==> src/rtl/elc3_display_pkg.sv <==
// Shared definitions for the eLC-3 display console: FSM states, sub-operations
// and the character codes the console decodes.
package elc3_display_pkg;

  typedef enum logic [1:0] {
    CLEAR_ALL,
    IDLE,
    WRITE,
    CLEAR_LINE
  } state_e;

  // What the single-cycle WRITE state does with the cursor cell.
  typedef enum logic [1:0] {
    OpPut,
    OpErase,
    OpNop
  } write_op_e;

  localparam logic [7:0] CH_SPACE    = 8'h20;
  localparam logic [7:0] CH_LF       = 8'h0A;
  localparam logic [7:0] CH_CR       = 8'h0D;
  localparam logic [7:0] CH_BS       = 8'h08;
  localparam logic [7:0] CH_FF       = 8'h0C;
  localparam logic [7:0] CH_PRINT_LO = 8'h20;
  localparam logic [7:0] CH_PRINT_HI = 8'h7E;

  function automatic logic is_printable(logic [7:0] c);
    return (c >= CH_PRINT_LO) && (c <= CH_PRINT_HI);
  endfunction

endpackage

==> src/rtl/display_console_controller.sv <==
// Consumes characters written to DDR and renders them into a COLS x ROWS text
// buffer, handling cursor advance, control codes, wrap and clearing.
module display_console_controller
  import elc3_display_pkg::*;
#(
  parameter int unsigned COLS   = 80,
  parameter int unsigned ROWS   = 30,
  parameter int unsigned ADDR_W = 12
) (
  input  logic              Clk,
  input  logic              Reset,
  input  logic              DDR_Write,
  input  logic [15:0]       Data_FromDDR,
  output logic              DSR_Ready,
  output logic              VRAM_WE,
  output logic [ADDR_W-1:0] VRAM_ADDR,
  output logic [7:0]        VRAM_DATA,
  output logic [6:0]        Cursor_Col,
  output logic [4:0]        Cursor_Row
);

  localparam int unsigned       Cells     = COLS * ROWS;
  localparam logic [ADDR_W-1:0] LastCell  = ADDR_W'(Cells - 1);
  localparam logic [ADDR_W-1:0] LastLineI = ADDR_W'(COLS - 1);
  localparam logic [ADDR_W-1:0] ColsA     = ADDR_W'(COLS);
  localparam logic [6:0]        LastCol   = 7'(COLS - 1);
  localparam logic [4:0]        LastRow   = 5'(ROWS - 1);

  state_e            state_q, state_d;
  write_op_e         op_q, op_d;
  logic [7:0]        ch_q, ch_d;
  logic [6:0]        col_q, col_d;
  logic [4:0]        row_q, row_d;
  logic [ADDR_W-1:0] idx_q, idx_d;

  logic [7:0]        c;
  logic [4:0]        row_next;
  logic [ADDR_W-1:0] row_base;
  logic              unused_hi;

  assign c         = Data_FromDDR[7:0];
  assign unused_hi = ^Data_FromDDR[15:8];
  // Rows wrap to the top; there is no scrolling.
  assign row_next  = (row_q == LastRow) ? 5'd0 : row_q + 5'd1;
  assign row_base  = ADDR_W'(row_q) * ColsA;

  assign Cursor_Col = col_q;
  assign Cursor_Row = row_q;

  always_comb begin
    state_d   = state_q;
    op_d      = op_q;
    ch_d      = ch_q;
    col_d     = col_q;
    row_d     = row_q;
    idx_d     = idx_q;
    DSR_Ready = 1'b0;
    VRAM_WE   = 1'b0;
    VRAM_ADDR = row_base + ADDR_W'(col_q);
    VRAM_DATA = ch_q;

    case (state_q)
      CLEAR_ALL: begin
        VRAM_WE   = 1'b1;
        VRAM_ADDR = idx_q;
        VRAM_DATA = CH_SPACE;
        if (idx_q == LastCell) begin
          idx_d   = '0;
          col_d   = '0;
          row_d   = '0;
          state_d = IDLE;
        end else begin
          idx_d = idx_q + 1'b1;
        end
      end

      IDLE: begin
        DSR_Ready = 1'b1;
        if (DDR_Write) begin
          if (is_printable(c)) begin
            ch_d    = c;
            op_d    = OpPut;
            state_d = WRITE;
          end else begin
            case (c)
              CH_LF: begin
                col_d   = '0;
                row_d   = row_next;
                idx_d   = '0;
                state_d = CLEAR_LINE;
              end
              CH_CR: begin
                col_d   = '0;
                op_d    = OpNop;
                state_d = WRITE;
              end
              CH_BS: begin
                // Step back first so WRITE blanks the cell we moved onto.
                if (col_q != 7'd0) begin
                  col_d = col_q - 7'd1;
                  ch_d  = CH_SPACE;
                  op_d  = OpErase;
                end else begin
                  op_d = OpNop;
                end
                state_d = WRITE;
              end
              CH_FF: begin
                idx_d   = '0;
                state_d = CLEAR_ALL;
              end
              default: ;
            endcase
          end
        end
      end

      WRITE: begin
        VRAM_WE = (op_q != OpNop);
        state_d = IDLE;
        if (op_q == OpPut) begin
          if (col_q < LastCol) begin
            col_d = col_q + 7'd1;
          end else begin
            col_d   = '0;
            row_d   = row_next;
            idx_d   = '0;
            state_d = CLEAR_LINE;
          end
        end
      end

      CLEAR_LINE: begin
        VRAM_WE   = 1'b1;
        VRAM_ADDR = row_base + idx_q;
        VRAM_DATA = CH_SPACE;
        if (idx_q == LastLineI) begin
          idx_d   = '0;
          state_d = IDLE;
        end else begin
          idx_d = idx_q + 1'b1;
        end
      end

      default: begin
        idx_d   = '0;
        state_d = CLEAR_ALL;
      end
    endcase

    if (Reset) begin
      DSR_Ready = 1'b0;
      VRAM_WE   = 1'b0;
    end
  end

  always_ff @(posedge Clk) begin
    if (Reset) begin
      state_q <= CLEAR_ALL;
      op_q    <= OpNop;
      ch_q    <= CH_SPACE;
      col_q   <= '0;
      row_q   <= '0;
      idx_q   <= '0;
    end else begin
      state_q <= state_d;
      op_q    <= op_d;
      ch_q    <= ch_d;
      col_q   <= col_d;
      row_q   <= row_d;
      idx_q   <= idx_d;
    end
  end

endmodule

==> config.mk <==
export PLATFORM = sky130hd
export DESIGN_NAME = display_console_controller
export DESIGN_NICKNAME = d
export VERILOG_FILES = /design/src/rtl/elc3_display_pkg.sv /design/src/rtl/display_console_controller.sv
export SDC_FILE = /design/constraint.sdc
export NUM_CORES = 1
export LEC_CHECK = 0
export CAP_MARGIN = 20
export CORE_MARGIN = 5
export CORE_UTILIZATION = 55
export CTS_BUF_LIST = sky130_fd_sc_hd__clkbuf_4 sky130_fd_sc_hd__clkbuf_8
export CTS_CLUSTER_DIAMETER = 30
export DETAILED_ROUTE_END_ITERATION = 8
export GPL_ROUTABILITY_DRIVEN = 0
export PLACE_DENSITY = 0.9
export SLEW_MARGIN = 0
export SYNTH_ARGS = -nofsm -noshare
export SYNTH_HDL_FRONTEND = slang
export SYNTH_SLANG_ARGS = --single-unit
==> constraint.sdc <==
create_clock -name Clk -period 5.81 [get_ports Clk]
set_input_delay 0.8715 -clock Clk [delete_from_list [all_inputs] [get_ports Clk]]
set_output_delay 0.8715 -clock Clk [all_outputs]
set_load 0.02 [all_outputs]
Yosys cells after proc, flatten, opt, wreduce, memory -nomap -nowiden
Cells that the tools add are included.
{"block": "word_totals", "regBits": 36}
{"block": "op_classes", "n_addsub": 6, "mul": 1, "n_lt_le_gt_ge": 3, "eq_ne": 22, "mux": 44, "n_reduce_logical": 18}
{"op": "12-bit two-way mux", "n": 7}
{"op": "12-bit case mux with 4 select lines", "n": 1}
{"op": "7-bit two-way mux", "n": 6}
{"op": "5-bit two-way mux", "n": 7}
{"op": "8-bit by 4-bit equality test with 1-bit output (second input constant)", "n": 4}
{"op": "8-bit two-way mux", "n": 4}
{"op": "12-bit case mux with 2 select lines", "n": 1}
{"op": "7-bit case mux with 3 select lines", "n": 1}
{"op": "2-bit two-way mux", "n": 8}
{"op": "2-bit != test (second input constant)", "n": 8}
{"op": "5-bit case mux with 3 select lines", "n": 1}
{"op": "7-bit case mux with 2 select lines", "n": 1}
{"op": "7-bit AND reduction", "n": 2}
{"op": "12-bit by 1-bit adder with 12-bit output (second input constant)", "n": 1}
{"op": "12-bit adder", "n": 1}
{"op": "12-bit by 7-bit adder with 12-bit output", "n": 1}
{"op": "12-bit equality test (second input constant)", "n": 1}
{"op": "12-bit by 7-bit equality test with 1-bit output (second input constant)", "n": 1}
{"op": "8-bit by 6-bit greater-or-equal comparator with 1-bit output (second input constant)", "n": 1}
{"op": "8-bit by 7-bit less-or-equal comparator with 1-bit output (second input constant)", "n": 1}
{"op": "5-bit by 3-bit multiplier with 8-bit output (second input constant)", "n": 1}
{"op": "2-bit case mux with 4 select lines", "n": 1}
{"op": "4-bit AND reduction", "n": 2}
{"op": "2-bit OR reduction", "n": 4}
{"op": "other kinds (21)", "n": 28}

Logic depth before layout (Yosys ltp)
{"block": "depth", "ltp_word": 6, "ltp_mapped": 12, "mapped_depth_nobuf": 11}

Worst setup path after synthesis
Ideal clock, no wire load.
{"block": "synth_path", "path_kind": "reg2out", "from": "register state_q[1]", "to": "output VRAM_ADDR[10]", "t_arrival_ns": 2.947, "required_ns": 4.939, "path_slack_ns": 1.991, "path_stages_with_launch": 12, "n_path_buf": 2, "cell_sequence": "dfxtp_1 -> ha_1 -> clkbuf_1 -> clkbuf_1 -> mux2_2 -> ha_1 -> nor2b_1 -> o21ai_0 -> a21oi_1 -> o21ai_0 -> and3_1 -> o31ai_1"}
{"block": "synth_between", "elab_chain_cells": 2, "elab_cells_between_ends": 3, "cone_classes": "1 x eq/ne; 1 x mux; 1 x reduce/logical"}
{"element": "start, declared", "line": "display_console_controller.sv:29", "text": "state_e state_q, state_d;"}
{"element": "start signal, assigned", "line": "display_console_controller.sv:166", "text": "state_q <= state_d;"}
{"element": "2-bit equality test / 2-bit zero test (equally long branches)", "line": "display_console_controller.sv:62", "text": "case (state_q)"}
{"element": "12-bit case mux with 2 select lines *", "line": "display_console_controller.sv:62"}
{"element": "end, declared", "line": "display_console_controller.sv:16", "text": "output logic [ADDR_W-1:0] VRAM_ADDR,"}
Mark *: on every way between the ends. The rest lies on a longest branch, timed or not.

Final worst setup path
Ends and elaborated chain as after synthesis.

==> metrics.md <==
| Metric | Value |
|---|---|
| Status | `finished, final reports clean` |
| Synthesized Nets | `around 430` |
| ANT nets after route | `0` |
| Synthesized instance count | `between 300 and 400` |
| Final Hold Viols | `0` |
| CTS tree | `yes` |
| Post-CTS setup buffers | `0` |
| Worst setup path startpoint | `state_q[1]` |
| Critical Path Start Type | `flop` |
| Crit path buf inv count | `2` |
| Root Buffer | `clkbuf_8` |
| Crit-path slowest cell | `clkdlybuf4s50_1` |
| Number of global-route vias before repair | `between 2,000 and 3,000` |
| Placed Instance Area | `3430 sq um` |
| CP Capture Type | `primary output` |
| Die Span Y | `~84 um` |
| Register area share after synthesis | `around 24%` |
| Crit-path leading delay family | `adder cells` |
| Worst-Skew Late Latency | `just under 0.3 ns` |
| TritonCTS buffer count | `5` |
| I/O Pins | `53` |
| Initial DRT Pass Iterations | `5` |
| Initial antenna violation count | `0` |
| Clock Skew | `between 0.004 and 0.005 ns` |
| CTS hold repair buffers | `0` |
| Met1 GRT Util | `27.8%` |
| Launch point of the worst reg-to-reg path | `state_q[0]` |
| Die width | `approximately 84 um` |
| H-tree Lvls | `2` |
| Grt total ovfl | `0` |
| Initial Util | `between 50% and 60%` |
| Final setup viols | `0` |
| Fin area | `between 3000 and 4000 sq um` |
| Hold WC Path Type | `flop to flop` |
| RSZ-0062 raised after global routing | `no` |
| Worst reg2reg setup slack | `slightly below 3 ns` |
| WP depth | `12` |
| Detailed placer's ending HPWL | `5.59 mm` |
| Post-synth ARST share | `0%` |
| CP max stage delay | `~0.64 ns` |
| Core area | `roughly 5200 sq um` |
| Crit path cell chain | `ha_1 > mux2_2 > ha_1 > inv_1 > fa_1 > nor2b_1 > o21ai_0 > a21oi_1 > o21ai_0 > and3_1 > o31ai_1 > clkdlybuf4s50_1` |
| Arr. time, crit path | `about 3.8 ns` |
| Total GRT Usage | `around 22%` |
| Register clock-pin slew on the reported worst setup and hold paths | `around 0.070 ns` |
| Reg-to-Reg End | `Cursor_Row[3]` |
| Setup TNS | `0 ns` |
| Wire per inst | `around 16 um` |
| Largest net degree at the start of global routing | `24` |
| Netlist Area Pre-Place | `slightly below 3000 sq um` |
| Synth cell types | `between 50 and 60` |
| Met2 Use GR | `roughly two fifths` |
| CP Capture Point | `VRAM_ADDR[10]` |
| Slew HR | `a little under half` |
| Clock Path Buffers | `2` |
| Die Area | `about 7000 sq um` |
| Pwr dens | `175 nW/um^2` |
| Tcrit/Tclk final | `between 70% and 80%` |
| Register bit count reported by yosys | `36` |
| Via density | `6.05` |
| Syn Area/Cell | `~7.7 sq um` |
| Crit Path Max Fanout | `17` |
| Share of layout cells above drive strength 1 | `slightly below 6%` |
| Critical path type | `flop to primary output` |
| Main flop type after synthesis | `dfxtp_1` |
| First-pass GRT wire length | `between 10 and 15 mm` |
| Max-Cap Viols | `0` |
| Least-Margin Pin Slew | `0.806 ns` |
| Hold WS | `between 0.4 and 0.5 ns` |
| Final wirelength | `between 7 and 8 mm` |
| Post-layout min period | `~4.6 ns` |
| Synth warn | `0` |
| Cell Count, Final, Fillers Out | `between 400 and 500` |
| Inserted Diodes | `0` |
| Inst Count DP | `a little under 500` |
| P_leak | `roughly 1.3 nW` |
| Port bufs | `44` |
| Clock Sinks | `36` |
| Vias | `~3,000` |
| Crit path required time | `4.94 ns` |
| Fillers | `400` |
| Initial DRC count | `about 220` |
| Pins Over Slew Limit | `0` |
| Post-cts resize count | `0` |
| # rows | `26` |
| Post-synth EDFFs | `0` |
| DRC | `0` |
| Grt peak-use layer | `met2` |
| R2R depth | `8` |
| Final net count | `~470` |
| GRT met3 Usage | `roughly 3.4%` |
| Peak Freq | `between 200 and 250 MHz` |
| Worst IR Drop VDD | `between 0.1 and 0.15 mV` |
| Area Overhead vs Synth | `18.9%` |
[report_power, final]
part	internal, mW	leakage (nW)	switching (mW)	total (mW)
clock network	0.132	0.0586	0.0935	0.226
logic	0.0479	0.980	0.0863	0.134
registers	0.254	0.291	0.00796	0.262
[cells in the mapped netlist, drive strengths merged (2+ instances only)]
library cell,count,share of area (%)
ha,24,10
o22ai,3,0.63
mux2,4,1.5
o21ai,37,6.2
o2bb2ai,4,1.2
xor2,5,1.5
clkbuf,9,1.1
nor4b,7,2.1
o31ai,2,0.50
nand2,42,5.3
dfxtp,36,24
a22oi,7,1.8
o211ai,3,0.75
buf,9,1.7
a211oi,2,0.50
xnor2,13,3.8
or4,2,0.75
nor4,3,1.0
and3,11,2.3
nand4,9,2.1
nor3,8,1.3
fa,2,1.3
nor2b,7,1.5
inv,25,3.1
or4b,2,0.67
o41ai,3,1.4
a21o,3,0.75
a21oi,17,2.9
and2,13,2.7
a22o,2,0.59
nand2b,3,0.63
mux2i,3,1.0
nor2,38,4.8
a32o,4,1.3
a31oi,2,0.63
a211o,3,0.88
nand3,9,1.7
[registers in the layout, indices dropped and copies added (netlist names)]
register    cells
idx_q          12
ch_q            8
Cursor_Col      7
Cursor_Row      5
op_q            2
state_q         2
[cells by family after synthesis]
| kind of cell | synth area share [%] |
|---|---|
| simple gates | 27.4 |
| buf+inv | 5.96 |
| compound gates | 23.2 |
| fa+ha+maj | 11.4 |
| xor+xnor | 5.29 |
| flops | 24.2 |
| mux | 2.52 |
[through the flow]
| step | utilization [%] | total power, mW | setup slack (ns) |
|---|---|---|---|
| finish | 68.6 | 0.622 | 1.18 |
| global route | 68.6 | 0.644 | 0.948 |
| global placement | 66.4 | 0.394 | 1.60 |
| detailed placement | 66.4 | 0.397 | 1.51 |
| CTS | 68.6 | 0.622 | 1.20 |
| floorplan | - | 0.354 | 1.99 |
[worst register-to-register path, stage by stage (launching register included)]
cell	delay, ns
dfxtp_1	0.37
inv_1	0.10
ha_1	0.31
nor2b_1	0.19
a31oi_2	0.47
nand3_2	0.21
a2111oi_4	0.66
o21ai_1	0.17
a32o_1	0.29
[final cells by class]
class                      instances  area, sq um  area share [%]
sequential                        36          721            20.3
tap                               70         87.6            2.47
inverter                          25         93.8            2.65
timing repair buffer              45          448            12.6
clock buffer                       6         76.3            2.15
multi-input combinational        308         2080            58.8
clock inverter                     2         35.0           0.988
[per-layer routing]
layer  wire [um]  vias to the layer above  part of all wire, %
met5           0                        -                    0
met4         102                        0                  1.3
met3         386                       12                  5.0
met2        3860                      107                   50
met1        3360                     1408                   44
li1            -                     1452                    -
[how the worst min path moves through the flow]
stage | startpoint | end | slack (ns) | depth (start not counted)
after global placement | ch_q[6] | ch_q[6] | 0.44 | 2
after detailed placement | ch_q[6] | ch_q[6] | 0.45 | 2
final | ch_q[6] | ch_q[6] | 0.45 | 2
after CTS | ch_q[6] | ch_q[6] | 0.46 | 2
after global routing | ch_q[6] | ch_q[6] | 0.50 | 2
after floorplan | ch_q[6] | ch_q[6] | 0.43 | 2
[layout by cell type (no fill, tap or decap), drive strengths merged, types with 4 or more instances in the layout]
cell / synthesis / routed
ha: 24 / 24
nand2: 42 / 42
a32o: 4 / 4
o2bb2ai: 4 / 4
a22oi: 7 / 7
and3: 11 / 11
nor2b: 7 / 7
o21ai: 37 / 37
mux2: 4 / 4
a21oi: 17 / 17
nor2: 38 / 38
clkdlybuf4s50: 0 / 44
clkbuf: 9 / 6
xnor2: 13 / 13
nor3: 8 / 8
xor2: 5 / 5
dfxtp: 36 / 36
nand4: 9 / 9
and2: 13 / 13
inv: 25 / 25
nand3: 9 / 9
nor4b: 7 / 7
Power figures use the tool's default switching activity.
